<file path="config.mk">
export PLATFORM = sky130hd
export DESIGN_NAME = rv32i_instr_encoder
export DESIGN_NICKNAME = d
export VERILOG_FILES = /design/src/rtl/rv32i_pkg.sv /design/src/rtl/rv32i_format_enc.sv /design/src/rtl/rv32i_instr_encoder.sv
export SDC_FILE = /design/constraint.sdc
export NUM_CORES = 1
export LEC_CHECK = 0
export BUFFER_PORTS_ARGS = -buffer_cell sky130_fd_sc_hd__buf_4
export CORE_ASPECT_RATIO = 0.6
export CORE_UTILIZATION = 50
export DETAILED_ROUTE_END_ITERATION = 6
export GPL_ROUTABILITY_DRIVEN = 0
export HOLD_SLACK_MARGIN = 0.06
export PLACE_DENSITY = 0.89
export SYNTH_ARGS = -nofsm -noshare
export SYNTH_HDL_FRONTEND = slang
export SYNTH_SLANG_ARGS = --single-unit
export TNS_END_PERCENT = 5
</file>
<file path="constraint.sdc">
create_clock -name clk -period 2.22 [get_ports clk]
set_clock_uncertainty 0.05 [all_clocks]
set_input_delay 0.222 -clock clk [delete_from_list [all_inputs] [get_ports clk]]
set_output_delay 0.222 -clock clk [all_outputs]
set_load 0.01 [all_outputs]
</file>
<file path="src/rtl/rv32i_pkg.sv">
// rtl/rv32i_pkg.sv - shared RV32I opcodes, instruction classes and encoder states
package rv32i_pkg;

    localparam logic [6:0] OP_R      = 7'b0110011;
    localparam logic [6:0] OP_IMM    = 7'b0010011;
    localparam logic [6:0] OP_BRANCH = 7'b1100011;
    localparam logic [6:0] OP_LOAD   = 7'b0000011;
    localparam logic [6:0] OP_STORE  = 7'b0100011;
    localparam logic [6:0] OP_JAL    = 7'b1101111;

    typedef enum logic [2:0] {
        CLS_R      = 3'd0,
        CLS_I_ALU  = 3'd1,
        CLS_BRANCH = 3'd2,
        CLS_LOAD   = 3'd3,
        CLS_STORE  = 3'd4,
        CLS_JAL    = 3'd5
    } instr_class_e;

    typedef enum logic {
        ST_IDLE  = 1'b0,
        ST_WRITE = 1'b1
    } enc_state_e;

endpackage

</file>
<file path="src/rtl/rv32i_format_enc.sv">
// rtl/rv32i_format_enc.sv - combinational RV32I field packing and immediate range check
module rv32i_format_enc
    import rv32i_pkg::*;
(
    input  logic [2:0]  cls,
    input  logic [4:0]  rd,
    input  logic [4:0]  rs1,
    input  logic [4:0]  rs2,
    input  logic [2:0]  funct3,
    input  logic        alt,
    input  logic [20:0] imm,
    output logic [31:0] word,
    output logic        bad
);

    instr_class_e cls_e;
    logic         is_shift;
    logic         imm12_ok;
    logic         imm13_ok;

    assign cls_e    = instr_class_e'(cls);
    assign is_shift = (funct3 == 3'b001) || (funct3 == 3'b101);
    // Sign-extension check: every bit above the field's sign bit equals the sign bit.
    assign imm12_ok = (&imm[20:11]) || !(|imm[20:11]);
    assign imm13_ok = (&imm[20:12]) || !(|imm[20:12]);

    // Pack fields per class; unknown classes flag bad and emit zero.
    always_comb begin
        word = 32'd0;
        bad  = 1'b0;
        case (cls_e)
            CLS_R: begin
                word = {1'b0, alt, 5'b0, rs2, rs1, funct3, rd, OP_R};
            end
            CLS_I_ALU: begin
                if (is_shift) begin
                    word = {1'b0, alt, 5'b0, imm[4:0], rs1, funct3, rd, OP_IMM};
                    bad  = |imm[20:5];
                end else begin
                    word = {imm[11:0], rs1, funct3, rd, OP_IMM};
                    bad  = !imm12_ok;
                end
            end
            CLS_LOAD: begin
                word = {imm[11:0], rs1, funct3, rd, OP_LOAD};
                bad  = !imm12_ok;
            end
            CLS_STORE: begin
                word = {imm[11:5], rs2, rs1, funct3, imm[4:0], OP_STORE};
                bad  = !imm12_ok;
            end
            CLS_BRANCH: begin
                word = {imm[12], imm[10:5], rs2, rs1, funct3, imm[4:1], imm[11], OP_BRANCH};
                bad  = !imm13_ok || imm[0];
            end
            CLS_JAL: begin
                word = {imm[20], imm[10:1], imm[11], imm[19:12], rd, OP_JAL};
                bad  = imm[0];
            end
            default: begin
                bad = 1'b1;
            end
        endcase
    end

endmodule

</file>
<file path="src/rtl/rv32i_instr_encoder.sv">
// rtl/rv32i_instr_encoder.sv - encodes instruction fields and streams words into imem
module rv32i_instr_encoder
    import rv32i_pkg::*;
#(
    parameter int ADDR_W    = 8,
    parameter int BASE_ADDR = 0,
    parameter int DEPTH     = 256
) (
    input  logic              clk,
    input  logic              reset,
    input  logic              in_valid,
    output logic              in_ready,
    input  logic [2:0]        in_class,
    input  logic [4:0]        in_rd,
    input  logic [4:0]        in_rs1,
    input  logic [4:0]        in_rs2,
    input  logic [2:0]        in_funct3,
    input  logic              in_alt,
    input  logic [20:0]       in_imm,
    output logic              imem_we,
    output logic [ADDR_W-1:0] imem_addr,
    output logic [31:0]       imem_wdata,
    input  logic              imem_ack,
    input  logic              clear,
    output logic              err,
    output logic              full,
    output logic [ADDR_W:0]   count
);

    localparam logic [ADDR_W-1:0] BASE      = ADDR_W'(BASE_ADDR);
    localparam logic [ADDR_W:0]   DEPTH_CNT = (ADDR_W + 1)'(DEPTH);

    enc_state_e  state;
    enc_state_e  state_next;
    logic [31:0] enc_word;
    logic        enc_bad;
    logic        accept;
    logic        do_clear;
    logic        ack_now;

    rv32i_format_enc u_format_enc (
        .cls    (in_class),
        .rd     (in_rd),
        .rs1    (in_rs1),
        .rs2    (in_rs2),
        .funct3 (in_funct3),
        .alt    (in_alt),
        .imm    (in_imm),
        .word   (enc_word),
        .bad    (enc_bad)
    );

    // Handshake qualifiers and next-state; clear outranks a new instruction.
    always_comb begin
        state_next = state;
        in_ready   = (state == ST_IDLE) && !full && !clear && !reset;
        accept     = in_valid && in_ready;
        do_clear   = (state == ST_IDLE) && clear;
        ack_now    = (state == ST_WRITE) && imem_ack;
        case (state)
            ST_IDLE:  if (accept && !enc_bad) state_next = ST_WRITE;
            ST_WRITE: if (imem_ack) state_next = ST_IDLE;
            default:  state_next = ST_IDLE;
        endcase
    end

    // State register.
    always_ff @(posedge clk) begin
        if (reset) state <= ST_IDLE;
        else       state <= state_next;
    end

    // Write port, error pulse, pointer and fill tracking.
    always_ff @(posedge clk) begin
        if (reset) begin
            imem_we    <= 1'b0;
            imem_addr  <= BASE;
            imem_wdata <= 32'd0;
            err        <= 1'b0;
            full       <= 1'b0;
            count      <= '0;
        end else begin
            err <= 1'b0;
            if (accept) begin
                if (enc_bad) begin
                    err <= 1'b1;
                end else begin
                    imem_we    <= 1'b1;
                    imem_wdata <= enc_word;
                end
            end
            if (do_clear) begin
                imem_addr <= BASE;
                count     <= '0;
                full      <= 1'b0;
            end
            if (ack_now) begin
                imem_we   <= 1'b0;
                imem_addr <= imem_addr + 1'b1;
                count     <= count + 1'b1;
                full      <= ((count + 1'b1) == DEPTH_CNT);
            end
        end
    end

endmodule

</file>
==> qor.yml, run 1 <==
die_area_sq_um: 6090
min_path_type: "primary input to flop"
placed_cells: 506
num_vias: 2826
power_density_nw_per_um2: 487
arrival_ns: 2.18
dr.pass1.iters: 4
nets: 486
drc: 0
num_rows: 20
vdd_drop_max_v: 0.000297
yosys.area_share.simple_pct: 27.4
worstHoldStart: "in_imm[9]"
synth_seq_cells: 51
max_freq_mhz: 501
detail-route-antenna-nets: 0
synthAdderAreaFrac_pct: 0.868
status: "completed"
tightest_slew_ns: 0.747
drtIter0Drc: 119
synthTopCellsByCount: "dfxtp_1, nand2_1, nor2_1"
clkLatencyLatePin_ns: 0.30
path_cells: "ha_1 > nand3_1 > nor3_1 > xnor2_1 > or4_1 > a21oi_1"
diodes: 0
fp.dieH_um: 60.8
synthMuxAreaShare_pct: 14.8
worstSetupStartpoint: "count[0]$_SDFFE_PP0P_"
synth_most_common_cell: "dfxtp_1"
synth-xor-area-share_pct: 0.304
gr-usage-all-layers_pct: 25.6
wire_per_inst_um: 14.8
grt_overflow_total: 0
wl_mm: 7.58
cp_slowest_cell: "or4_1"
worst-path-buf-inv: 0
layout_worst_path_cycle_share_pct: 90.0
yosysUniqueCellTypes: 47
synth.cell_area_sq_um: 2880
final_cells: 513
yosys_warnings: 0
synth_compound_area_share_pct: 16.4
ctsHoldBuffers: 0
ctsRootBufferMaster: "clkbuf_8"
cpPeakStageDelay_ns: 0.47
yosys-top-cells-area: "dfxtp_1, mux2i_1, nand2b_1"
final_util_pct: 72.0
areaGrowthSynthToFinish_pct: 32.5
final_cell_area_sq_um: 3820
drive_gt1_share_pct: 31.7
post_cts_buffers: 0
setup_viol: 0
crit_fanout: 6
io_pins: 101
required_ns: 2.41
p_leak_nw: 1.78
path_delay_family: "simple AND/OR/NAND/NOR gates"
cts_resized: 0
crit_path_end_kind: "flop"
via_per_inst: 5.51
cts_inserted_buffers: 5
antenna_found_initial: 0
cap_violations: 0
synth_seq_area_share_pct: 35.4
postPlaceCellArea_sq_um: 3720
crit_type: "flop to flop"
start_util_pct: 54.4
core_sq_um: 5310
yosys.area.top_type: "dfxtp_1"
async_flop_share_pct: 0
slew_headroom_pct: 49.7
rsz0062_at_grt: "false"
synth_edf_count: 0
finalHoldViolCount: 0
synth_nets: 394
port-buffer-count: 100
clk_pin_slew_ns: 0.09
die_w_um: 100
htreeDepth: 2
grt_pass1_vias: 2519
period_needed_ns: 2.00
cts_tree: "done"
slew_violations: 0
worstReg2RegStart: "count[0]$_SDFFE_PP0P_"
cts_num_sinks: 51
synth_top_family_by_area: "simple AND/OR/NAND/NOR gates"
setup.worst_path.start_class: "flop"
place_hpwl_mm: 5.66
netlist.area_leader.share_pct: 35.4
grt_pass1_wl_mm: 12.2
clockBufferDepth: 2
syn_inst: 344
syn_avg_cell_area_sq_um: 8.38
synth-main-ff-cell: "dfxtp_1"
fin_setup_tns_ns: 0
grt_max_degree: 64
cells in the final DEF, fill, tap and decap left out, types with 2 or more instances in the layout:
cell type / netlist / final
a211oi_1: 3 / 3
a21oi_1: 24 / 24
a22oi_1: 4 / 4
a2bb2oi_1: 8 / 8
a31oi_1: 4 / 4
and3_1: 11 / 11
buf_12: 0 / 2
buf_4: 2 / 108
clkbuf_8: 0 / 5
dfxtp_1: 51 / 51
ha_1: 2 / 2
inv_1: 7 / 7
mux2_2: 9 / 9
mux2_4: 9 / 9
mux2i_1: 19 / 19
nand2_1: 32 / 32
nand2b_1: 23 / 23
nand3_1: 11 / 11
nand4_1: 2 / 2
nor2_1: 26 / 26
nor2b_1: 16 / 16
nor3_1: 8 / 8
nor4_1: 4 / 4
o211ai_1: 2 / 2
o21a_1: 5 / 5
o21ai_0: 16 / 16
or3_1: 3 / 3
or4_1: 3 / 3
report_power, final:
group | switching (mW) | leakage (nW) | total (mW) | internal [mW]
Combinational | 0.148 | 1.32 | 0.297 | 0.149
Sequential | 0.00626 | 0.411 | 0.930 | 0.924
Clock | 0.303 | 0.0513 | 0.634 | 0.331
Total | 0.457 | 1.78 | 1.86 | 1.40
worst paths after layout:
path	endpoint	slack (ns)	depth (start not counted)
worst max-delay path	full$_SDFFE_PP0P_	0.22	6
worst min-delay path	imem_wdata[29]$_SDFFE_PP0P_	0.13	3
worst max register to register	full$_SDFFE_PP0P_	0.22	6
worst min register to register	imem_we$_SDFFE_PP0P_	0.43	2
registers in the layout, indices dropped and copies added, names as in the netlist:
| register | cells |
|---|---|
| count | 9 |
| err | 1 |
| full | 1 |
| imem_addr | 8 |
| imem_wdata | 30 |
| imem_we | 1 |
| state | 1 |
layout make-up:
type / count / area (sq um)
Tap cell: 77 / 96.3
Timing Repair Buffer: 110 / 851
Clock buffer: 6 / 72.6
Sequential cell: 51 / 1020
Inverter: 7 / 26.3
Fill cell: 410 / 1480
Clock inverter: 1 / 30.0
Multi-Input combinational cell: 261 / 1720
worst reg2reg max path: cells and delay by family, from the launching register on:
kind,cells,cell delay (ns)
AND/OR/NAND/NOR,3,0.94
XOR/XNOR,1,0.11
AO/OA/AOI/OAI,1,0.14
flip-flops,1,0.43
adder cells (fa/ha/maj),1,0.26
metrics by stage:
stage	setup slack, ns	hold WS [ns]	power [mW]
floorplan	0.234	0.311	1.11
global placement	0.0176	0.404	1.24
detailed placement	-0.0380	0.418	1.25
CTS	0.242	0.120	1.87
global route	0.101	0.119	1.94
finish	0.223	0.125	1.86
routing by layer:
metal  vias up  wire length [um]  GRT usage, %
met4         0                51          5.80
met3         6               366          4.84
met2        81              3320          40.5
met5         -                 0             0
li1       1402                 -             -
met1      1337              3850          36.8
cell families after synthesis:
group,after synthesis
xor+xnor,1
compound gates,74
fa+ha+maj,2
mux,37
flops,51
simple gates,147
buf+inv,32
(Power assumes the default switching activity.)
==> inputs of run 2 (changes only) <==
--- a/config.mk
+++ b/config.mk
@@ -7,11 +7,12 @@
 export LEC_CHECK = 0
 export BUFFER_PORTS_ARGS = -buffer_cell sky130_fd_sc_hd__buf_4
 export CORE_ASPECT_RATIO = 0.6
-export CORE_UTILIZATION = 50
+export CORE_MARGIN = 5
+export CORE_UTILIZATION = 30
 export DETAILED_ROUTE_END_ITERATION = 6
 export GPL_ROUTABILITY_DRIVEN = 0
 export HOLD_SLACK_MARGIN = 0.06
-export PLACE_DENSITY = 0.89
+export PLACE_DENSITY = 0.62
 export SYNTH_ARGS = -nofsm -noshare
 export SYNTH_HDL_FRONTEND = slang
 export SYNTH_SLANG_ARGS = --single-unit
==> run 2 against run 1 <==
Effect of this change:
- clock-buffer cell count unchanged
- global-route usage decreased by 11 points
- cell count increased by 11%
- routed wire length increased by 16%
- design area increased by 4.5%
- sequential cell count unchanged
- non-clock buffer count increased by 4
- worst hold slack improved by 0.024 ns
- clock power increased by 56%
- critical path depth increased by 1
- setup slack got worse by 0.00066 ns
- via count decreased by 0.42%
- critical endpoint is now imem_wdata[14]$_SDFFE_PP0P_
- highest routed layer unchanged
==> qor.yml, run 2 (same netlist as run 1, synthesis figures left out) <==
fp.dieH_um: 85.9  # +41%
start_util_pct: 31.0  # -23 points
largest_register: "imem_wdata"
wl_mm: 8.80  # +16%
num_vias: 2814  # -0.42%
die_w_um: 137  # +37%
via_per_inst: 4.93  # -11%
rsz0062_at_grt: "false"
ctsHoldBuffers: 0  # unchanged
nets: 490  # +0.82%
port-buffer-count: 100  # unchanged
whs_path_depth: 3  # unchanged
vdd_drop_max_v: 0.000275  # -7.5%
wire_per_inst_um: 15.4  # +4.3%
min_path_type: "primary input to flop"
grt_max_degree: 64  # unchanged
power_density_nw_per_um2: 556  # +14%
io_pins: 101  # unchanged
post_cts_buffers: 0  # unchanged
gr-usage-all-layers_pct: 15.1  # -11 points
grt_pass1_vias: 2748  # +9.1%
drc: 0  # unchanged
worst_hold_slack_ns: 0.149  # +0.0239 ns
drtIter0Drc: 157  # +32%
diodes: 0  # unchanged
clockBufferDepth: 2  # unchanged
p_leak_nw: 1.83  # +2.9%
cts_inserted_buffers: 5  # unchanged
areaGrowthSynthToFinish_pct: 38.4
final_util_pct: 43.0  # -29 points
dr.pass1.iters: 4  # unchanged
required_ns: 2.35  # -0.06 ns
grt_pass1_wl_mm: 14.2  # +17%
final_cells: 571  # +11%
arrival_ns: 2.13  # -0.05 ns
antenna_found_initial: 0  # unchanged
slew_violations: 0  # unchanged
largest_reg_flops: 30  # unchanged
ctsRootBufferMaster: "clkbuf_16"
grt_overflow_total: 0  # unchanged
top_regs: "imem_wdata x30, count x9, imem_addr x8"
layout_common_cells: "buf_4, dfxtp_1, nand2_1, nor2_1, a21oi_1"
layout_worst_path_cycle_share_pct: 90.0  # about the same
cts_num_sinks: 51  # unchanged
drive_gt1_share_pct: 32.4  # +0.77 points
htreeDepth: 2  # unchanged
slew_headroom_pct: 47.9  # -1.7 points
cap_violations: 0  # unchanged
setup.worst_path.start_class: "primary input"
die_area_sq_um: 11700  # +93%
setup_viol: 0  # unchanged
core_sq_um: 9290  # +75%
status: "completed"
clkLatencyLatePin_ns: 0.29  # about the same
r2r_cells: 6  # unchanged
crit_path_end_kind: "flop"
tightest_slew_ns: 0.773  # +0.0257 ns
max_freq_mhz: 501  # about the same
cts_resized: 0  # unchanged
clk_pin_slew_ns: 0.07  # -0.02 ns
final_common_cell: "buf_4"
cts_tree: "done"
period_needed_ns: 2.00  # +0.000662 ns
detail-route-antenna-nets: 0  # unchanged
crit_fanout: 13  # +7
num_rows: 27  # +35%
crit_type: "primary input to flop"
finalHoldViolCount: 0  # unchanged
placed_cells: 563  # +11%
place_hpwl_mm: 6.80  # +20%
==> run 2: worst paths after layout <==
| kind | startpoint | to | slack [ns] |
|---|---|---|---|
| worst max register to register | count[0]$_SDFFE_PP0P_ | full$_SDFFE_PP0P_ | 0.24 |
| worst min-delay path | in_imm[6] | imem_wdata[26]$_SDFFE_PP0P_ | 0.15 |
| worst min register to register | imem_wdata[26]$_SDFFE_PP0P_ | imem_wdata[26]$_SDFFE_PP0P_ | 0.42 |
| worst max-delay path | in_imm[16] | imem_wdata[14]$_SDFFE_PP0P_ | 0.22 |
==> run 2: stage by stage <==
step	setup TNS [ns]	setup slack [ns]	power (mW)	instance area, sq um
2_1_floorplan	0	0.234	1.11	2880
3_3_place_gp	-0.0483	-0.00622	1.25	3800
3_5_place_dp	-1.36	-0.0866	1.26	3800
4_1_cts	0	0.227	2.25	3990
5_1_grt	0	0.0669	2.33	3990
6_report	0	0.222	2.22	3990
==> run 2: area by class of cell <==
cell class	count	area, sq um
Fill cell	946	5300
Multi-Input combinational cell	261	1720
Sequential cell	51	1020
Timing Repair Buffer	114	868
Tap cell	130	163
Clock buffer	6	129
Clock inverter	2	60.1
Inverter	7	26.3
==> run 2: where the power goes <==
group | switching [mW] | total, mW | internal (mW)
registers | 0.00620 | 0.930 | 0.924
clock network | 0.340 | 0.987 | 0.647
logic | 0.152 | 0.304 | 0.152
==> run 2: layer usage <==
metal / global-route usage, % / share of wire, %
met5: 0 / 0
met3: 4.51 / 6.3
met4: 3.02 / 0.56
met2: 22.2 / 42
met1: 21.8 / 51
==> run 2: worst max-delay path, stage by stage <==
cell,delay (ns)
buf_4,0.11
or4_1,0.54
nor4_2,0.37
a311o_2,0.28
nand4b_4,0.12
buf_12,0.17
mux2_4,0.30
